## config.mk

```make
export PLATFORM = sky130hd
export DESIGN_NAME = m_countdown_timer
export DESIGN_NICKNAME = d
export VERILOG_FILES = /design/src/rtl/m_countdown_timer.sv
export SDC_FILE = /design/constraint.sdc
export NUM_CORES = 1
export LEC_CHECK = 0
export ABC_AREA = 0
export CORE_ASPECT_RATIO = 0.75
export CORE_UTILIZATION = 49
export CTS_CLUSTER_SIZE = 28
export DETAILED_ROUTE_END_ITERATION = 10
export HOLD_SLACK_MARGIN = 0.02
export PLACE_DENSITY_LB_ADDON = 0.1
export SETUP_SLACK_MARGIN = 0.3
export SLEW_MARGIN = 10
export SYNTH_ARGS = -nofsm -noshare
export SYNTH_HDL_FRONTEND = slang
export SYNTH_SLANG_ARGS = --single-unit
```

## constraint.sdc

```tcl
create_clock -name clk -period 4.8 [get_ports clk]
set_clock_uncertainty 0.05 [all_clocks]
set_input_delay 0.96 -clock clk [delete_from_list [all_inputs] [get_ports clk]]
set_output_delay 0.96 -clock clk [all_outputs]
set_load 0.005 [all_outputs]
```

## src/rtl/m_countdown_timer.sv

```systemverilog
// BCD mm:ss countdown timer with SET/RUN/PAUSE/ALARM control; M_COUNTDOWN_AUTO_RELOAD_EN adds a preset reloaded on alarm exit.
// Latency: every output is registered and changes one cycle after the causing input pulse.
// Backpressure: none; each input pulse is consumed on the cycle it is seen, lower-priority pulses in that cycle are dropped.
module m_countdown_timer #(
    parameter int ALARM_TICKS = 10,
    parameter int MAX_MIN     = 59
) (
    input  logic       clk,
    input  logic       rst_n,
    input  logic       i_tick,
    input  logic       i_start_stop,
    input  logic       i_inc_sec,
    input  logic       i_inc_min,
    input  logic       i_clear,
    output logic [3:0] o_min_h,
    output logic [3:0] o_min_l,
    output logic [3:0] o_sec_h,
    output logic [3:0] o_sec_l,
    output logic       o_running,
    output logic       o_alarm,
    output logic [1:0] o_state
);
    typedef enum logic [1:0] {
        ST_SET   = 2'b00,
        ST_RUN   = 2'b01,
        ST_PAUSE = 2'b10,
        ST_ALARM = 2'b11
    } state_t;

    localparam logic [3:0] MAX_MIN_H  = 4'(MAX_MIN / 10);
    localparam logic [3:0] MAX_MIN_L  = 4'(MAX_MIN % 10);
    localparam logic [7:0] ALARM_LAST = 8'(ALARM_TICKS);

    state_t     state_q, state_d;
    logic [3:0] min_h_q, min_l_q, sec_h_q, sec_l_q;
    logic [3:0] min_h_d, min_l_d, sec_h_d, sec_l_d;
    logic [3:0] dec_min_h, dec_min_l, dec_sec_h, dec_sec_l;
    logic [3:0] rl_min_h, rl_min_l, rl_sec_h, rl_sec_l;
    logic [7:0] alarm_cnt_q, alarm_cnt_d;
    logic       running_d, alarm_d;
    logic       time_zero, dec_zero;

    assign time_zero = ({min_h_q, min_l_q, sec_h_q, sec_l_q} == 16'd0);
    assign dec_zero  = ({dec_min_h, dec_min_l, dec_sec_h, dec_sec_l} == 16'd0);

`ifdef M_COUNTDOWN_AUTO_RELOAD_EN
    logic [15:0] preset_q, preset_d;

    always_comb begin
        preset_d = preset_q;
        if (i_clear)
            preset_d = 16'd0;
        else if (state_q == ST_SET && i_start_stop && !time_zero)
            preset_d = {min_h_q, min_l_q, sec_h_q, sec_l_q};
    end

    always_ff @(posedge clk or negedge rst_n) begin
        if (!rst_n)
            preset_q <= 16'd0;
        else
            preset_q <= preset_d;
    end

    assign {rl_min_h, rl_min_l, rl_sec_h, rl_sec_l} = preset_q;
`else
    assign {rl_min_h, rl_min_l, rl_sec_h, rl_sec_l} = 16'd0;
`endif

    // One-second BCD decrement with borrow ripple; only used when time is non-zero.
    always_comb begin
        dec_sec_l = sec_l_q - 4'd1;
        dec_sec_h = sec_h_q;
        dec_min_l = min_l_q;
        dec_min_h = min_h_q;
        if (sec_l_q == 4'd0) begin
            dec_sec_l = 4'd9;
            dec_sec_h = sec_h_q - 4'd1;
            if (sec_h_q == 4'd0) begin
                dec_sec_h = 4'd5;
                dec_min_l = min_l_q - 4'd1;
                if (min_l_q == 4'd0) begin
                    dec_min_l = 4'd9;
                    dec_min_h = min_h_q - 4'd1;
                end
            end
        end
    end

    always_ff @(posedge clk or negedge rst_n) begin
        if (!rst_n) begin
            state_q     <= ST_SET;
            min_h_q     <= 4'd0;
            min_l_q     <= 4'd0;
            sec_h_q     <= 4'd0;
            sec_l_q     <= 4'd0;
            alarm_cnt_q <= 8'd0;
            o_running   <= 1'b0;
            o_alarm     <= 1'b0;
        end else begin
            state_q     <= state_d;
            min_h_q     <= min_h_d;
            min_l_q     <= min_l_d;
            sec_h_q     <= sec_h_d;
            sec_l_q     <= sec_l_d;
            alarm_cnt_q <= alarm_cnt_d;
            o_running   <= running_d;
            o_alarm     <= alarm_d;
        end
    end

    always_comb begin
        state_d     = state_q;
        min_h_d     = min_h_q;
        min_l_d     = min_l_q;
        sec_h_d     = sec_h_q;
        sec_l_d     = sec_l_q;
        alarm_cnt_d = alarm_cnt_q;
        if (i_clear) begin
            state_d     = ST_SET;
            {min_h_d, min_l_d, sec_h_d, sec_l_d} = 16'd0;
            alarm_cnt_d = 8'd0;
        end else begin
            unique case (state_q)
                ST_SET: begin
                    if (i_start_stop) begin
                        if (!time_zero)
                            state_d = ST_RUN;
                    end else begin
                        if (i_inc_sec) begin
                            if (sec_h_q == 4'd5 && sec_l_q == 4'd9) begin
                                sec_h_d = 4'd0;
                                sec_l_d = 4'd0;
                            end else if (sec_l_q == 4'd9) begin
                                sec_h_d = sec_h_q + 4'd1;
                                sec_l_d = 4'd0;
                            end else begin
                                sec_l_d = sec_l_q + 4'd1;
                            end
                        end
                        if (i_inc_min) begin
                            if (min_h_q == MAX_MIN_H && min_l_q == MAX_MIN_L) begin
                                min_h_d = 4'd0;
                                min_l_d = 4'd0;
                            end else if (min_l_q == 4'd9) begin
                                min_h_d = min_h_q + 4'd1;
                                min_l_d = 4'd0;
                            end else begin
                                min_l_d = min_l_q + 4'd1;
                            end
                        end
                    end
                end
                ST_RUN: begin
                    if (i_start_stop) begin
                        state_d = ST_PAUSE;
                    end else if (i_tick) begin
                        {min_h_d, min_l_d, sec_h_d, sec_l_d} = {dec_min_h, dec_min_l, dec_sec_h, dec_sec_l};
                        if (dec_zero) begin
                            state_d     = ST_ALARM;
                            alarm_cnt_d = 8'd0;
                        end
                    end
                end
                ST_PAUSE: begin
                    if (i_start_stop)
                        state_d = ST_RUN;
                end
                ST_ALARM: begin
                    if (i_start_stop) begin
                        state_d = ST_SET;
                        {min_h_d, min_l_d, sec_h_d, sec_l_d} = {rl_min_h, rl_min_l, rl_sec_h, rl_sec_l};
                    end else if (i_tick) begin
                        alarm_cnt_d = alarm_cnt_q + 8'd1;
                        if (alarm_cnt_d == ALARM_LAST) begin
                            state_d = ST_SET;
                            {min_h_d, min_l_d, sec_h_d, sec_l_d} = {rl_min_h, rl_min_l, rl_sec_h, rl_sec_l};
                        end
                    end
                end
                default: state_d = ST_SET;
            endcase
        end
    end

    always_comb begin
        running_d = (state_d == ST_RUN);
        alarm_d   = (state_d == ST_ALARM);
    end

    assign o_state = state_q;
    assign o_min_h = min_h_q;
    assign o_min_l = min_l_q;
    assign o_sec_h = sec_h_q;
    assign o_sec_l = sec_l_q;
endmodule

```

# [After elaboration in Yosys (flattened, before gate mapping)]
# Cells that the tools add are included.
[totals] regBits=28 latchBits=0 ramBits=0 rom_bits=0 in_bits=7 output_inout_bits=20 elab_cells=116 memories=0
[classes] n_addsub=9 multipliers=0 div=0 magnitude_cmp=0 eq_ne=22 n_shift=0 muxes=62 n_bitwise=0 n_reduce_logical=15
[ops] operator="4-bit two-way mux" count=40
[ops] operator="8-bit two-way mux" count=6
[ops] operator="4-bit one-hot mux with 3 select lines" count=4
[ops] operator="16-bit zero test" count=2
[ops] operator="3-bit != test (second input constant)" count=8
[ops] operator="2-bit two-way mux" count=10
[ops] operator="4-bit by 1-bit adder with 4-bit output (second input constant)" count=4
[ops] operator="4-bit != test (second input constant)" count=4
[ops] operator="8-bit one-hot mux with 2 select lines" count=1
[ops] operator="8-bit AND reduction" count=2
[ops] operator="4-bit by 1-bit subtractor with 4-bit output (second input constant)" count=4
[ops] operator="7-bit AND reduction" count=2
[ops] operator="4-bit zero test" count=3
[ops] operator="8-bit by 1-bit adder with 8-bit output (second input constant)" count=1
[ops] operator="4-bit by 3-bit == test with 1-bit output (second input constant)" count=2
[ops] operator="4-bit == test (second input constant)" count=2
[ops] operator="8-bit by 4-bit == test with 1-bit output (second input constant)" count=1
[ops] operator="2-bit one-hot mux with 4 select lines" count=1
[ops] operator="2-bit == test (second input constant)" count=3
[ops] operator="6-bit AND reduction" count=1
[ops] operator="2-bit by 1-bit == test with 1-bit output (second input constant)" count=2
[ops] operator="4-bit nonzero test" count=1
[ops] operator="3-bit nonzero test" count=1
[ops] operator="1-bit logical AND" count=2
[ops] operator="2-bit zero test" count=1

# [Logic depth before layout (Yosys ltp)]
[depth] word_depth=11 mapped_depth=10 mapped_depth_nobuf=8

# [Worst setup path before layout]
# Ideal clock, no wire load.
[synth_path] path_type="register to register" startpoint="register min_l_q[0] (netlist: o_min_l[0])" endpoint="register alarm_cnt_q[1]" setup_time_ns=0.144 t_arrival_ns=2.720 required_time_ns=4.606 setup_slack_ns=1.886 stages_incl_launch_ff=10 period_less_slack_ns=2.914 cell_sequence="dfrtp_1 > clkbuf_1 > inv_1 > ha_1 > or3b_2 > nor3_2 > mux2i_1 > nand4_1 > nor4_2 > o21ai_1"
[synth_between] elab_chain_cells=7
[synth_lines] element="from (decl)" line="35" rtl="logic [3:0] min_h_q, min_l_q, sec_h_q, sec_l_q;"
[synth_lines] element="from (signal assigned)" line="102" rtl="min_l_q <= min_l_d;"
[synth_lines] element="4-bit by 1-bit subtractor with 4-bit output or 4-bit zero test (tied branches)" line="80, 81"
[synth_lines] element="4-bit two-way mux" line="81" rtl="if (min_l_q == 4'd0) begin"
[synth_lines] element="4-bit two-way mux" line="78" rtl="if (sec_h_q == 4'd0) begin"
[synth_lines] element="4-bit two-way mux" line="75" rtl="if (sec_l_q == 4'd0) begin"
[synth_lines] element="16-bit zero test *" line="44" rtl="assign dec_zero = ({dec_min_h, dec_min_l, dec_sec_h, dec_sec_l} == 16'd0);"
[synth_lines] element="3-bit != test (no source line) *"
[synth_lines] element="6-bit AND reduction (no source line) *"
[synth_lines] element="to (signal assigned)" line="105" rtl="alarm_cnt_q <= alarm_cnt_d;"
[synth_lines] element="to (decl)" line="39" rtl="logic [7:0] alarm_cnt_q, alarm_cnt_d;"
# Mark *: on every way between the ends. The rest lies on a longest branch, timed or not.
# A chain may end at the register's enable or synchronous reset.

# [Worst setup path after layout]
[layout_path] startpoint="register sec_h_q[0] (netlist: o_sec_h[0])" endpoint="register alarm_cnt_q[2]"
[layout_between] elab_chain_cells=6
[layout_lines] element="from (decl)" line="35"
[layout_lines] element="from (signal assigned)" line="103" rtl="sec_h_q <= sec_h_d;"
[layout_lines] element="4-bit by 1-bit subtractor with 4-bit output or 4-bit zero test (tied branches)" line="77, 78"
[layout_lines] element="4-bit two-way mux" line="78"
[layout_lines] element="4-bit two-way mux" line="75"
[layout_lines] element="16-bit zero test *" line="44"
[layout_lines] element="3-bit != test (no source line) *"
[layout_lines] element="6-bit AND reduction (no source line) *"
# Marks and branches as above.

==> flow_summary.ini <==
[worst_setup_path]
crit_path_end_kind = register
cp.required_ns = 4.87
max_stage_delay_ns = 0.75
path_max_fanout = 10
worstSetupPathType = reg -> reg
critPathArrivalTime_ns = 3.57
startpoint_type = register
cp_slowest_cell = nor4_2
crit_path_cell_trace = inv_1, ha_1, or3b_1, nor3_2, buf_4, mux2i_1, nand4_1, nor4_2, o21ai_1
r2r_slack_ns = 1.30

[global_routing]
use_met3_pct = 5.350
gr-total-overflow = 0
antenna_found_initial = 0
grt.total_usage_pct = 27.11
use_met1_pct = 43.98
grt_max_degree = 29
grt_pass1_vias = 2296
grt_busiest_layer = met1
grt_pass1_wl_mm = 11.94
use_met2_pct = 35.91

[cts]
cts-resized-gates = 0
post-cts-setup-buffer-count = 0
cts_root_buf = clkbuf_8
cts_buffer_depth = 2
clk_pin_slew_ns = 0.10
h-tree-depth = 1
holdBufCountCts = 0
clock_sink_count = 28
tritoncts = done
cts_made_buffers = 3
clkLatencyLatePin_ns = 0.28

[sta]
hold_viol_final = 0
finalCritPeriodShare_pct = 72.87
fin_tns_setup_ns = 0
setup_viol = 0
rsz0062_at_grt = false
timing.fmax_mhz = 285.9
worstMarginPinSlew_ns = 0.9192
slew-limit-headroom_pct = 38.21
slew_violations = 0
min_period_ns = 3.498

[power]
power_density_nw_per_um2 = 543.0
p_leak_nw = 1.177
ir_worst_vdd_mv = 0.3634

[layout]
area_delta_synth_final_pct = 14.60
nFillCells = 446
antenna_cells = 0
post-route-util_pct = 59.52
drive_gt1_share_pct = 7.038
finalNetCount = 365

[routing]
via_count = 2598
routed_via_density = 6.291
ant_nets = 0
drt_first_pass_iters = 5
routedWlPerCell_um = 16.95
drc = 0
finalWirelength_mm = 7.002
drt_iter0_drc = 217

[die]
start_util_pct = 51.93
row_count = 22
pin_count = 27
die_w_um = 85.91
die_area_um2 = 5578
coreArea_um2 = 4982
die_h_um = 64.93

[logic_synthesis]
post-synth-top-count-cell = a21oi_1
syn_area_per_cell_um2 = 8.036
synthDistinctLibCells = 62
ys_async_sr_fraction_pct = 100.0
synth-warning-count = 0
ys_seq_elements = 28
syn-num-nets = 345
syn-cell-area_um2 = 2587
synth_edf_count = 0
synth_top_area_cell = dfrtp_1
ys.flop_type = dfrtp_1
yosys-top-cells-count = a21oi_1, nand2_1, dfrtp_1
yosysTopAreaCellShare_pct = 27.08
seq_area_frac_synth_pct = 27.08
yosys-top-cells-area = dfrtp_1, ha_1, a21oi_1
synthCells = 322

[placement]
hpwl_mm = 5.104
portBuffers = 26
gp_congestion = 0.9276

[outcome]
status = complete, no violations

[job]
drv_cap = 0

[min_path]
hold_path_class = reg -> reg
cell type report:
cell class | count | area (µm²) | area share, %
well taps | 72 | 90.09 | 3.038
clock buffers | 4 | 55.05 | 1.857
flip-flops and latches | 28 | 700.7 | 23.63
inverters | 19 | 71.32 | 2.405
repair buffers | 31 | 297.8 | 10.04
multi-input cells | 259 | 1750 | 59.03
flip-flops by register name (all words and copies together) (netlist names):
name and count:
o_state 2, o_running 1, alarm_cnt_q 8, o_alarm 1
o_min_h 4, o_min_l 4, o_sec_l 4, o_sec_h 4
report_power, final:
group	switching (mW)	internal [mW]
Combinational	0.581	0.453
Sequential	0.135	0.291
Clock	0.0756	0.0736
Total	0.792	0.818
cell families after synthesis:
kind of cell,count (synthesis),synth area share (%)
xor gates and xnor gates,8,2.708
DFF,28,27.08
AOI/OAI and AO/OA,109,28.82
muxes,11,4.497
adders and majority gates,16,7.737
and+or+nand+nor,115,23.89
buffers and inverters,35,5.271
per-stage QoR:
stage | power, mW | cells | instance area, µm² | hold slack, ns | setup WS (ns)
after floorplan | 1.105 | 322 | 2587 | 0.4619 | 1.886
after global placement | 1.440 | 409 | 2910 | 0.4942 | 1.287
after detailed placement | 1.444 | 409 | 2910 | 0.5088 | 1.216
after CTS | 1.600 | 413 | 2965 | 0.5223 | 1.371
after global routing | 1.747 | 413 | 2965 | 0.5493 | 1.127
final | 1.610 | 413 | 2965 | 0.5206 | 1.302
cells in the final DEF (no fill, tap or decap), types with 3 or more instances in the layout:
master and instances:
o211ai_1 4, nor3_1 8, nand2_1 30, inv_1 19, o22ai_1 5, clkbuf_8 4
clkdlybuf4s50_1 26, a31oi_1 7, xnor2_1 4, a211oi_1 7, ha_1 16, nor2_1 26
buf_4 5, nand3_1 10, xor2_1 4, a21oi_1 34, dfrtp_1 28, nand4_1 5
o21ai_1 7, o32ai_1 6, nor4_1 5, o21bai_1 6, o21ai_0 6, mux2_2 5
mux2i_1 6, nor4b_1 3, nor3b_1 4
final timing paths:
| check | from | end | cells after the start |
|---|---|---|---|
| max in group asynchronous | rst_n | o_min_l[1] | 2 |
| setup / recovery | o_sec_h[0] | alarm_cnt_q[2] | 9 |
| hold / removal | alarm_cnt_q[4] | alarm_cnt_q[4] | 2 |
| setup reg to reg | o_sec_h[0] | alarm_cnt_q[2] | 9 |
| min in group asynchronous | rst_n | o_sec_h[1] | 2 |
| hold reg to reg | alarm_cnt_q[4] | alarm_cnt_q[4] | 2 |
worst max-delay path, delay by kind of cell (launching register included):
family	cells	cell delay [ns]
and+or+nand+nor	4	1.76
DFF	1	0.45
buffers and inverters	2	0.40
muxes	1	0.25
adders and majority gates	1	0.24
AOI/OAI and AO/OA	1	0.18
metal layers:
layer | routed length [µm] | part of all wire (%)
met5 | 0 | 0
met4 | 40 | 0.57
met3 | 650 | 9.3
met2 | 2855 | 41
met1 | 3455 | 49
No activity file was read; power rests on OpenSTA's default activity.
